**src/rtl/hbm_bringup_seq.sv**
```systemverilog
// ---------------------------------------------------------------------------
// hbm_bringup_seq
//
// Purpose:
//   Reset and bring-up sequencer for the HBM2e subsystem. It pulses the IOPLL
//   reset, waits for a filtered lock, releases the NoC reset, waits for HBM
//   calibration and finally releases the AXI reset. Failed attempts are
//   retried up to MAX_RETRIES times, after which a sticky fault is latched.
//   A catastrophic-temperature trip forces the fault state at once.
//
// Optional feature (macro HBM_BRINGUP_THERMAL_MON_EN):
//   When defined, hbm_temp is synchronised and compared against TEMP_WARN to
//   drive thermal_warn, and a warning stalls the AXI_RST -> RUN transition.
//   When undefined, hbm_temp is ignored and thermal_warn is tied low.
//
// Ports:
//   clk100_in_clk        in   100 MHz system clock
//   rst_in_reset_n       in   asynchronous active-low reset
//   iopll_locked_export  in   PLL lock (async, 2-flop synchronised)
//   hbm_cal_success      in   calibration success (2-flop synchronised)
//   hbm_cal_fail         in   calibration failure (2-flop synchronised)
//   hbm_cattrip          in   catastrophic temperature trip (2-flop synchronised)
//   hbm_temp       [2:0] in   HBM temperature code
//   iopll_reset_reset    out  active-high PLL reset
//   noc_reset_in_reset   out  active-high NoC reset
//   axi_reset_in_reset   out  active-high AXI reset
//   sys_ready            out  RUN state reached
//   sys_fail             out  terminal fault, sticky until reset
//   fail_cause     [1:0] out  0 none, 1 lock timeout/loss, 2 cal fail/timeout, 3 cattrip
//   retry_cnt      [1:0] out  attempts consumed (saturating)
//   seq_state      [2:0] out  current state encoding
//   thermal_warn         out  synced temp >= TEMP_WARN (feature build only)
// ---------------------------------------------------------------------------
module hbm_bringup_seq #(
    parameter int          PLL_RST_CYCLES = 16,
    parameter int          LOCK_FILT      = 8,
    parameter int          LOCK_TIMEOUT   = 65535,
    parameter int          NOC_HOLD       = 32,
    parameter int          CAL_TIMEOUT    = 16777215,
    parameter int          AXI_HOLD       = 32,
    parameter int          MAX_RETRIES    = 3,
    parameter logic [2:0]  TEMP_WARN      = 3'd5
) (
    input  logic       clk100_in_clk,
    input  logic       rst_in_reset_n,
    input  logic       iopll_locked_export,
    input  logic       hbm_cal_success,
    input  logic       hbm_cal_fail,
    input  logic       hbm_cattrip,
    input  logic [2:0] hbm_temp,
    output logic       iopll_reset_reset,
    output logic       noc_reset_in_reset,
    output logic       axi_reset_in_reset,
    output logic       sys_ready,
    output logic       sys_fail,
    output logic [1:0] fail_cause,
    output logic [1:0] retry_cnt,
    output logic [2:0] seq_state,
    output logic       thermal_warn
);

    function automatic int imax(int a, int b);
        return (a > b) ? a : b;
    endfunction

    localparam int CNT_MAX = imax(imax(imax(PLL_RST_CYCLES, LOCK_TIMEOUT),
                                       imax(NOC_HOLD, CAL_TIMEOUT)), AXI_HOLD);
    localparam int CW = $clog2(CNT_MAX + 1);
    localparam int FW = $clog2(LOCK_FILT + 1);

    typedef enum logic [2:0] {
        PLL_RST   = 3'd0,
        WAIT_LOCK = 3'd1,
        NOC_RST   = 3'd2,
        WAIT_CAL  = 3'd3,
        AXI_RST   = 3'd4,
        RUN       = 3'd5,
        FAIL      = 3'd6
    } state_t;

    state_t        state, state_nxt;
    logic [CW-1:0] cnt, cnt_nxt;
    logic [FW-1:0] filt, filt_nxt;
    logic [1:0]    retry_nxt, cause_nxt, fail_code;
    logic          attempt_fail;
    logic          stall;

    logic lock_s1, lock_s2, succ_s1, succ_s2, calf_s1, calf_s2, trip_s1, trip_s2;

    // Every state entry reloads the shared counter; the state is left when it
    // reaches zero, so a load of N-1 gives exactly N cycles in the state.
    function automatic logic [CW-1:0] reload(state_t s);
        case (s)
            PLL_RST:   return CW'(PLL_RST_CYCLES - 1);
            WAIT_LOCK: return CW'(LOCK_TIMEOUT - 1);
            NOC_RST:   return CW'(NOC_HOLD - 1);
            WAIT_CAL:  return CW'(CAL_TIMEOUT - 1);
            AXI_RST:   return CW'(AXI_HOLD - 1);
            default:   return '0;
        endcase
    endfunction

    always_ff @(posedge clk100_in_clk or negedge rst_in_reset_n) begin
        if (!rst_in_reset_n) begin
            lock_s1 <= 1'b0; lock_s2 <= 1'b0;
            succ_s1 <= 1'b0; succ_s2 <= 1'b0;
            calf_s1 <= 1'b0; calf_s2 <= 1'b0;
            trip_s1 <= 1'b0; trip_s2 <= 1'b0;
        end else begin
            lock_s1 <= iopll_locked_export; lock_s2 <= lock_s1;
            succ_s1 <= hbm_cal_success;     succ_s2 <= succ_s1;
            calf_s1 <= hbm_cal_fail;        calf_s2 <= calf_s1;
            trip_s1 <= hbm_cattrip;         trip_s2 <= trip_s1;
        end
    end

`ifdef HBM_BRINGUP_THERMAL_MON_EN
    logic [2:0] temp_s1, temp_s2;
    logic       warn_q;

    always_ff @(posedge clk100_in_clk or negedge rst_in_reset_n) begin
        if (!rst_in_reset_n) begin
            temp_s1 <= 3'd0;
            temp_s2 <= 3'd0;
            warn_q  <= 1'b0;
        end else begin
            temp_s1 <= hbm_temp;
            temp_s2 <= temp_s1;
            warn_q  <= (temp_s2 >= TEMP_WARN);
        end
    end

    assign stall        = warn_q;
    assign thermal_warn = warn_q;
`else
    logic unused_temp;
    assign unused_temp  = ^{hbm_temp, TEMP_WARN};
    assign stall        = 1'b0;
    assign thermal_warn = 1'b0;
`endif

    always_comb begin
        state_nxt    = state;
        cnt_nxt      = cnt;
        filt_nxt     = filt;
        retry_nxt    = retry_cnt;
        cause_nxt    = fail_cause;
        attempt_fail = 1'b0;
        fail_code    = 2'd0;

        case (state)
            PLL_RST: begin
                if (cnt == '0) state_nxt = WAIT_LOCK;
                else           cnt_nxt   = cnt - 1'b1;
            end
            WAIT_LOCK: begin
                // Filter only advances on consecutive highs; acceptance beats timeout.
                if (lock_s2) begin
                    if (filt == FW'(LOCK_FILT - 1)) state_nxt = NOC_RST;
                    else                            filt_nxt  = filt + 1'b1;
                end else begin
                    filt_nxt = '0;
                end
                if (state_nxt == WAIT_LOCK) begin
                    if (cnt == '0) begin
                        attempt_fail = 1'b1;
                        fail_code    = 2'd1;
                    end else begin
                        cnt_nxt = cnt - 1'b1;
                    end
                end
            end
            NOC_RST: begin
                if (!lock_s2)        begin attempt_fail = 1'b1; fail_code = 2'd1; end
                else if (cnt == '0)  state_nxt = WAIT_CAL;
                else                 cnt_nxt   = cnt - 1'b1;
            end
            WAIT_CAL: begin
                // Calibration fail outranks a simultaneous success.
                if (!lock_s2)        begin attempt_fail = 1'b1; fail_code = 2'd1; end
                else if (calf_s2)    begin attempt_fail = 1'b1; fail_code = 2'd2; end
                else if (succ_s2)    state_nxt = AXI_RST;
                else if (cnt == '0)  begin attempt_fail = 1'b1; fail_code = 2'd2; end
                else                 cnt_nxt   = cnt - 1'b1;
            end
            AXI_RST: begin
                // A thermal warning parks the counter at zero until it clears.
                if (!lock_s2)        begin attempt_fail = 1'b1; fail_code = 2'd1; end
                else if (cnt != '0)  cnt_nxt   = cnt - 1'b1;
                else if (!stall)     state_nxt = RUN;
            end
            RUN: begin
                if (!lock_s2)        begin attempt_fail = 1'b1; fail_code = 2'd1; end
            end
            FAIL: ;
            default: state_nxt = PLL_RST;
        endcase

        if (attempt_fail) begin
            cause_nxt = fail_code;
            if (int'(retry_cnt) < MAX_RETRIES) begin
                if (retry_cnt != 2'd3) retry_nxt = retry_cnt + 1'b1;
                state_nxt = PLL_RST;
            end else begin
                state_nxt = FAIL;
            end
        end

        // Cattrip overrides everything else and is never retried.
        if (trip_s2 && state != FAIL) begin
            state_nxt = FAIL;
            cause_nxt = 2'd3;
        end

        if (state_nxt != state)     cnt_nxt  = reload(state_nxt);
        if (state_nxt != WAIT_LOCK) filt_nxt = '0;
    end

    // Outputs are decoded from the next state so they move with seq_state.
    always_ff @(posedge clk100_in_clk or negedge rst_in_reset_n) begin
        if (!rst_in_reset_n) begin
            state              <= PLL_RST;
            cnt                <= CW'(PLL_RST_CYCLES - 1);
            filt               <= '0;
            retry_cnt          <= 2'd0;
            fail_cause         <= 2'd0;
            iopll_reset_reset  <= 1'b1;
            noc_reset_in_reset <= 1'b1;
            axi_reset_in_reset <= 1'b1;
            sys_ready          <= 1'b0;
            sys_fail           <= 1'b0;
        end else begin
            state              <= state_nxt;
            cnt                <= cnt_nxt;
            filt               <= filt_nxt;
            retry_cnt          <= retry_nxt;
            fail_cause         <= cause_nxt;
            iopll_reset_reset  <= (state_nxt == PLL_RST) || (state_nxt == FAIL);
            noc_reset_in_reset <= (state_nxt == PLL_RST) || (state_nxt == WAIT_LOCK) ||
                                  (state_nxt == NOC_RST) || (state_nxt == FAIL);
            axi_reset_in_reset <= (state_nxt != RUN);
            sys_ready          <= (state_nxt == RUN);
            sys_fail           <= (state_nxt == FAIL);
        end
    end

    assign seq_state = state;

endmodule

```
**config.mk**
```make
export PLATFORM = sky130hd
export DESIGN_NAME = hbm_bringup_seq
export DESIGN_NICKNAME = d
export VERILOG_FILES = /design/src/rtl/hbm_bringup_seq.sv
export SDC_FILE = /design/constraint.sdc
export NUM_CORES = 1
export LEC_CHECK = 0
export CAP_MARGIN = 20
export CORE_ASPECT_RATIO = 0.9
export CORE_MARGIN = 5
export CORE_UTILIZATION = 62
export DETAILED_ROUTE_END_ITERATION = 12
export PLACE_DENSITY = 0.8
export SLEW_MARGIN = 20
export SYNTH_ARGS = -nofsm -noshare
export SYNTH_HDL_FRONTEND = slang
export SYNTH_SLANG_ARGS = --single-unit
```
**constraint.sdc**
```tcl
create_clock -name clk100_in_clk -period 5.65 [get_ports clk100_in_clk]
set_clock_uncertainty 0.1 [all_clocks]
set_input_delay 0.8475 -clock clk100_in_clk [delete_from_list [all_inputs] [get_ports clk100_in_clk]]
set_output_delay 0.8475 -clock clk100_in_clk [all_outputs]
set_load 0.05 [all_outputs]
```
; Yosys cells after proc, flatten, opt, wreduce, memory -nomap -nowiden
; Cells that the tools add are included.
[totals]
register_bits = 48
input_bits = 9
out_inout_bits = 13
word_cells = 114
[classes]
addsub = 3
order_cmp = 1
eq_ne = 27
muxes = 47
n_reduce_logical = 18
[ops]
columns = op, n
row1 = two-way mux 24 bit, 9
row2 = one-hot mux 24 bit (5 select lines), 1
row3 = one-hot mux 24 bit (4 select lines), 1
row4 = two-way mux 3 bit, 14
row5 = "!= test 3 bit, second input constant", 9
row6 = zero test 24 bit, 1
row7 = nonzero test 24 bit, 1
row8 = "subtractor 24 x 1 -> 24 bit, second input constant", 1
row9 = "equality test 3 bit, second input constant", 6
row10 = one-hot mux 3 bit (6 select lines), 1
row11 = two-way mux 4 bit, 4
row12 = "equality test 3 x 2 -> 1 bit, second input constant", 4
row13 = two-way mux 2 bit, 6
row14 = "equality test 3 x 1 -> 1 bit, second input constant", 3
row15 = two-way mux 1 bit, 9
row16 = AND reduction 8 bit, 1
row17 = zero test 3 bit, 2
row18 = one-hot mux 2 bit (3 select lines), 1
row19 = nonzero test 6 bit, 1
row20 = "adder 4 x 1 -> 4 bit, second input constant", 1
row21 = "equality test 4 x 3 -> 1 bit, second input constant", 1
row22 = logical OR 1 bit, 4
row23 = nonzero test 2 bit, 2
row24 = OR reduction 2 bit, 2
row25 = 11 further kinds, 11

; Logic depth before layout (Yosys ltp)
[logic_depth]
depth_word = 13
mapped_depth = 16
mapped_depth_nobuf = 14

; Worst setup path after synthesis
; Ideal clock, no wire load.
[synth_path]
path_type = register to register
from = register cnt[10]
to = register cnt[6]
setup_ns = 0.119
arrival_time_ns = 3.131
t_required_ns = 5.431
slack_ns = 2.300
path_stages_with_launch = 13
path_buffers = 2
period_less_slack_ns = 3.350
path_cell_list = dfrtp_1 -> or4_1 -> or3_4 -> nor4_4 -> a21oi_2 -> a21o_2 -> a211oi_1 -> o221a_2 -> buf_4 -> nand2b_4 -> buf_2 -> a21oi_1 -> nor2_1
[synth_via]
elab_chain_len = 12
word_cells_on_any_way = 41
classes_between = eq/ne: 12 / mux: 23 / reduce/logical: 6
[synth_lines]
columns = item, line_no
row1 = "start, declared", 82  ; logic [CW-1:0] cnt, cnt_nxt;
row2 = "start signal, assigned", 223  ; cnt <= CW'(PLL_RST_CYCLES - 1);
row3 = "start signal, assigned", 234  ; cnt <= cnt_nxt;
row4 = zero test 24 bit, -
row5 = two-way mux 1 bit, "165, 183"
row6 = two-way mux 1 bit, 182  ; else if (succ_s2) state_nxt = AXI_RST;
row7 = two-way mux 1 bit, 181  ; else if (calf_s2) begin attempt_fail = 1'b1; fail_code = 2'd2; end
row8 = two-way mux 1 bit, 180  ; if (!lock_s2) begin attempt_fail = 1'b1; fail_code = 2'd1; end
row9 = one-hot mux 1 bit (3 select lines), 151  ; case (state)
row10 = two-way mux 3 bit, 199  ; if (attempt_fail) begin
row11 = two-way mux 3 bit, 210  ; if (trip_s2 && state != FAIL) begin
row12 = equality test 3 x 2 -> 1 bit / equality test 3 bit (equally long branches), 93  ; case (s)
row13 = OR reduction 2 bit (no line), -
row14 = one-hot mux 24 bit (4 select lines), 93
row15 = two-way mux 24 bit, 215  ; if (state_nxt != state) cnt_nxt = reload(state_nxt);
; Several ways; a longest one is shown, not always the timed one. The select of a mux whose other input is x is not followed.
; A chain may end at the register's enable or synchronous reset.

; Worst setup path after layout
[layout_path]
from = register cnt[10]
to = register cnt[14]
; Same word-level chain as after synthesis.

==> implementation parameters <==
Parameter                              Value

Place
  Count of input and output buffers ... 17
  Worst slack, placed ... 1.84 ns
  Total half-perimeter wirelength after legalization and detailed placement ... between 3000 and 4000 um
  Global placement routability congestion ... about 0.89

STA
  Setup total negative slack ... 0 ns
  Final worst path period need ... 3.83 ns
  Final worst setup slack ... 1.82 ns
  Worst slew margin relative to its limit ... between 40% and 50%
  Ratio of final minimum period to clock period ... ~68%
  Measured slew at the worst slew-check pin ... roughly 0.83 ns
  Highest clock frequency the design can meet ... 0.261 GHz
  Final Hold Fails ... 0
  Final Max Slew Viols ... 0
  Final count of negative-setup-slack endpoints ... 0
  Unrepaired setup endpoints after global routing ... false

Yosys
  Yosys top cell by area ... sky130_fd_sc_hd__dfrtp_1
  Average cell area after synthesis ... just over 9 um^2
  Xor/xnor cell area share of the yosys netlist ... approximately 2.2%
  Dominant cells by area after synthesis ... sky130_fd_sc_hd__dfrtp_1 37%, sky130_fd_sc_hd__dfstp_2 6.7%, sky130_fd_sc_hd__nor2_1 5.6%, sky130_fd_sc_hd__nor3_1 4.6%, sky130_fd_sc_hd__nand3_1 3.7%
  Proportion of synthesized area in mux cells ... less than 1%
  Total number of yosys warnings ... 0
  Main synth FF type ... sky130_fd_sc_hd__dfrtp_1
  Synth unique cells ... between 60 and 70
  Share of synthesized flip-flops with an asynchronous set or reset ... 100%
  Largest family of logic cells by synthesized area ... simple AND/OR/NAND/NOR gates
  Simple logic cell fraction of the synthesized area ... between 30 and 40%
  Fraction of post-synthesis cell area in the top cell type by area ... between 30 and 40%
  Portion of the post-synthesis area used by sequential elements ... 44.1%
  Adder-Cell Fraction of Synth Area ... 1.73%
  Synthesized netlist cell count ... ~300
  Register bit count reported by yosys ... between 40 and 50
  Most used standard cells in the synthesized netlist ... 41 x sky130_fd_sc_hd__dfrtp_1, 41 x sky130_fd_sc_hd__nor2_1, 25 x sky130_fd_sc_hd__nor3_1
  Number of nets produced by synthesis ... roughly 310
  Compound-gate portion of the synthesized area ... 15.0%
  Count of flip-flops with a built-in enable after synthesis ... 0
  Synthesized cell area ... around 2700 um^2

Worst setup path
  Worst endpoint required time ... 5.75 ns
  Biggest fanout along the worst timing path ... 10
  Worst setup path class ... flop to flop
  Data arrival time of the critical path ... 3.93 ns
  Sort of element at the end of the critical path ... flop
  Kind of start point of the critical path ... flop

Power
  Peak VDD IR ... approximately 0.27 mV
  Leak pwr ... ~1.3 nW
  Power consumption ... around 0.0019 W
  Power density normalized to cell area ... between 600 and 700 nW/um^2

Drt
  Detailed Routing Iterations Pass 1 ... 4
  Total Routed Length ... 5440 um
  Routed vias ... about 2200
  Vias per Instance ... 6.01
  Residual DRC count ... 0
  Antenna violation net count after detailed routing ... 0
  Violation count after the first detailed-routing iteration ... around 220
  WL per Instance ... about 15 um

Clocking
  Post-CTS sizing ... 0
  CTS hold repair buffers ... 0
  Setup Fix Bufs, Post-CTS ... 0
  Master cell of the clock root buffer ... sky130_fd_sc_hd__clkbuf_8
  Number of sinks on the clock net ... between 40 and 50
  Htree depth ... 2
  Clock Latency Late Sink ... between 0.3 and 0.4 ns
  Cts bufs inserted ... 5
  TritonCTS clock tree ... yes
  Number of buffers on the longest clock path ... 2
  Clock slew at the register clock pins of the worst setup and hold paths ... roughly 0.10 ns

Finish
  Core Util, Final ... 68.9%
  Proportion of layout cells with a drive suffix above 1 ... 13.8%
  Diode insertion count for antenna repair ... 0
  Area added between synthesis and finish ... 9.95%
  Fin nets ... around 320

Floorplanning
  Floorplan die width ... 80.1 um
  Initial cell density of the core ... a little over three fifths
  Total Die Area ... just under 6000 um^2
  Core area ... 4370 um^2
  Ports placed on the boundary ... 22
  Number of core rows ... 23
  Vertical die dimension ... 73.1 um

GRT
  Global-route wire length before repair ... between 9000 and 10000 um
  Vias in the first global route ... between 2000 and 2500
  Sum of overflow across all layers after global routing ... 0
  Global Route Usage Sum ... 20.7%
  Initial antenna violation count ... 0
  Largest net degree at the start of global routing ... between 40 and 50

Job
  Count of max-cap constraint violations ... 0

Min path
  Path type of the worst min-delay path ... flop to flop

Status
  Result of the run ... completed
## kinds of logic (layout without fill, tap and decap cells)
| family | after synthesis | after routing |
|---|---|---|
| other cells | 1 | 1 |
| compound gates | 59 | 59 |
| mux | 2 | 2 |
| xor+xnor | 7 | 7 |
| buf+inv | 22 | 37 |
| flops | 48 | 48 |
| simple gates | 154 | 154 |
| fa+ha+maj | 4 | 4 |
## critical path, cell delays in order, from the launching register on
cell and delay [ns]:
sky130_fd_sc_hd__dfrtp_1 0.46, sky130_fd_sc_hd__or4_1 0.58, sky130_fd_sc_hd__or3_4 0.39, sky130_fd_sc_hd__nor4_4 0.42, sky130_fd_sc_hd__a21oi_2 0.17, sky130_fd_sc_hd__a21o_2 0.30
sky130_fd_sc_hd__a21oi_4 0.33, sky130_fd_sc_hd__nor2_2 0.08, sky130_fd_sc_hd__a211oi_4 0.41, sky130_fd_sc_hd__nor2_4 0.13, sky130_fd_sc_hd__nor4_1 0.32
## state kept, by name, summed over array words and instances, names as in the netlist
register            cells
cnt                    24
filt                    4
seq_state               3
fail_cause              2
retry_cnt               2
axi_reset_in_reset      1
calf_s1                 1
calf_s2                 1
iopll_reset_reset       1
lock_s1                 1
lock_s2                 1
noc_reset_in_reset      1
succ_s1                 1
succ_s2                 1
sys_fail                1
sys_ready               1
trip_s1                 1
trip_s2                 1
## where the power goes
| part | switching, W | internal, W | leakage, nW | total [W] |
|---|---|---|---|---|
| clock network | 0.000118 | 0.000145 | 0.0614 | 0.000263 |
| registers | 0.000109 | 0.000450 | 0.603 | 0.000559 |
| logic | 0.000685 | 0.000401 | 0.642 | 0.00109 |
| total | 0.000911 | 0.000997 | 1.31 | 0.00191 |
## metal layers
layer,wire length (um),vias up,GRT usage (%)
met4,76,0,6.94
met5,0,-,0
met3,309,10,4.81
met2,2460,76,31.6
met1,2590,1050,29.2
li1,-,1112,-
## per-stage QoR
| step | hold slack (ns) | cells | area [um^2] |
|---|---|---|---|
| 2_1_floorplan | 0.231 | 297 | 2740 |
| 3_3_place_gp | 0.231 | 366 | 2890 |
| 3_5_place_dp | 0.236 | 366 | 2890 |
| 4_1_cts | 0.256 | 374 | 3010 |
| 5_1_grt | 0.263 | 374 | 3010 |
| 6_report | 0.252 | 374 | 3010 |
## cell usage in the layout, fill, tap and decap left out, types with 3 or more instances in the layout
master                            instances
sky130_fd_sc_hd__nor2_1                  41
sky130_fd_sc_hd__and3_1                  10
sky130_fd_sc_hd__o31ai_1                 10
sky130_fd_sc_hd__or2_2                    3
sky130_fd_sc_hd__dfrtp_1                 41
sky130_fd_sc_hd__nor3b_1                  7
sky130_fd_sc_hd__clkdlybuf4s50_1         16
sky130_fd_sc_hd__dfstp_2                  7
sky130_fd_sc_hd__nand3_1                 20
sky130_fd_sc_hd__nor3_1                  25
sky130_fd_sc_hd__inv_1                   10
sky130_fd_sc_hd__ha_1                     3
sky130_fd_sc_hd__a21oi_1                 16
sky130_fd_sc_hd__o21ai_0                 13
sky130_fd_sc_hd__xnor2_1                  5
sky130_fd_sc_hd__nand2_1                 12
sky130_fd_sc_hd__clkbuf_8                 6
sky130_fd_sc_hd__nor4_1                  11
## path summary, 6_finish.rpt
check                                from  endpoint  slack (ns)  cells after the start
setup / recovery                  cnt[10]   cnt[14]        1.82                     10
max in group asynchronous  rst_in_reset_n   cnt[17]        4.61                      1
setup reg to reg                  cnt[10]   cnt[14]        1.82                     10
min in group asynchronous  rst_in_reset_n   cnt[18]        0.43                      1
hold / removal                    calf_s1   calf_s2        0.25                      0
hold reg to reg                   calf_s1   calf_s2        0.25                      0
## area by class of cell
type	instances	area, um^2
clock inverters	2	38.8
fillers	346	1360
multi-input cells	227	1390
repair buffers	18	175
flip-flops and latches	48	1210
inverters	11	41.3
well taps	62	77.6
clock buffers	6	82.6
Power figures use the tool's default switching activity.
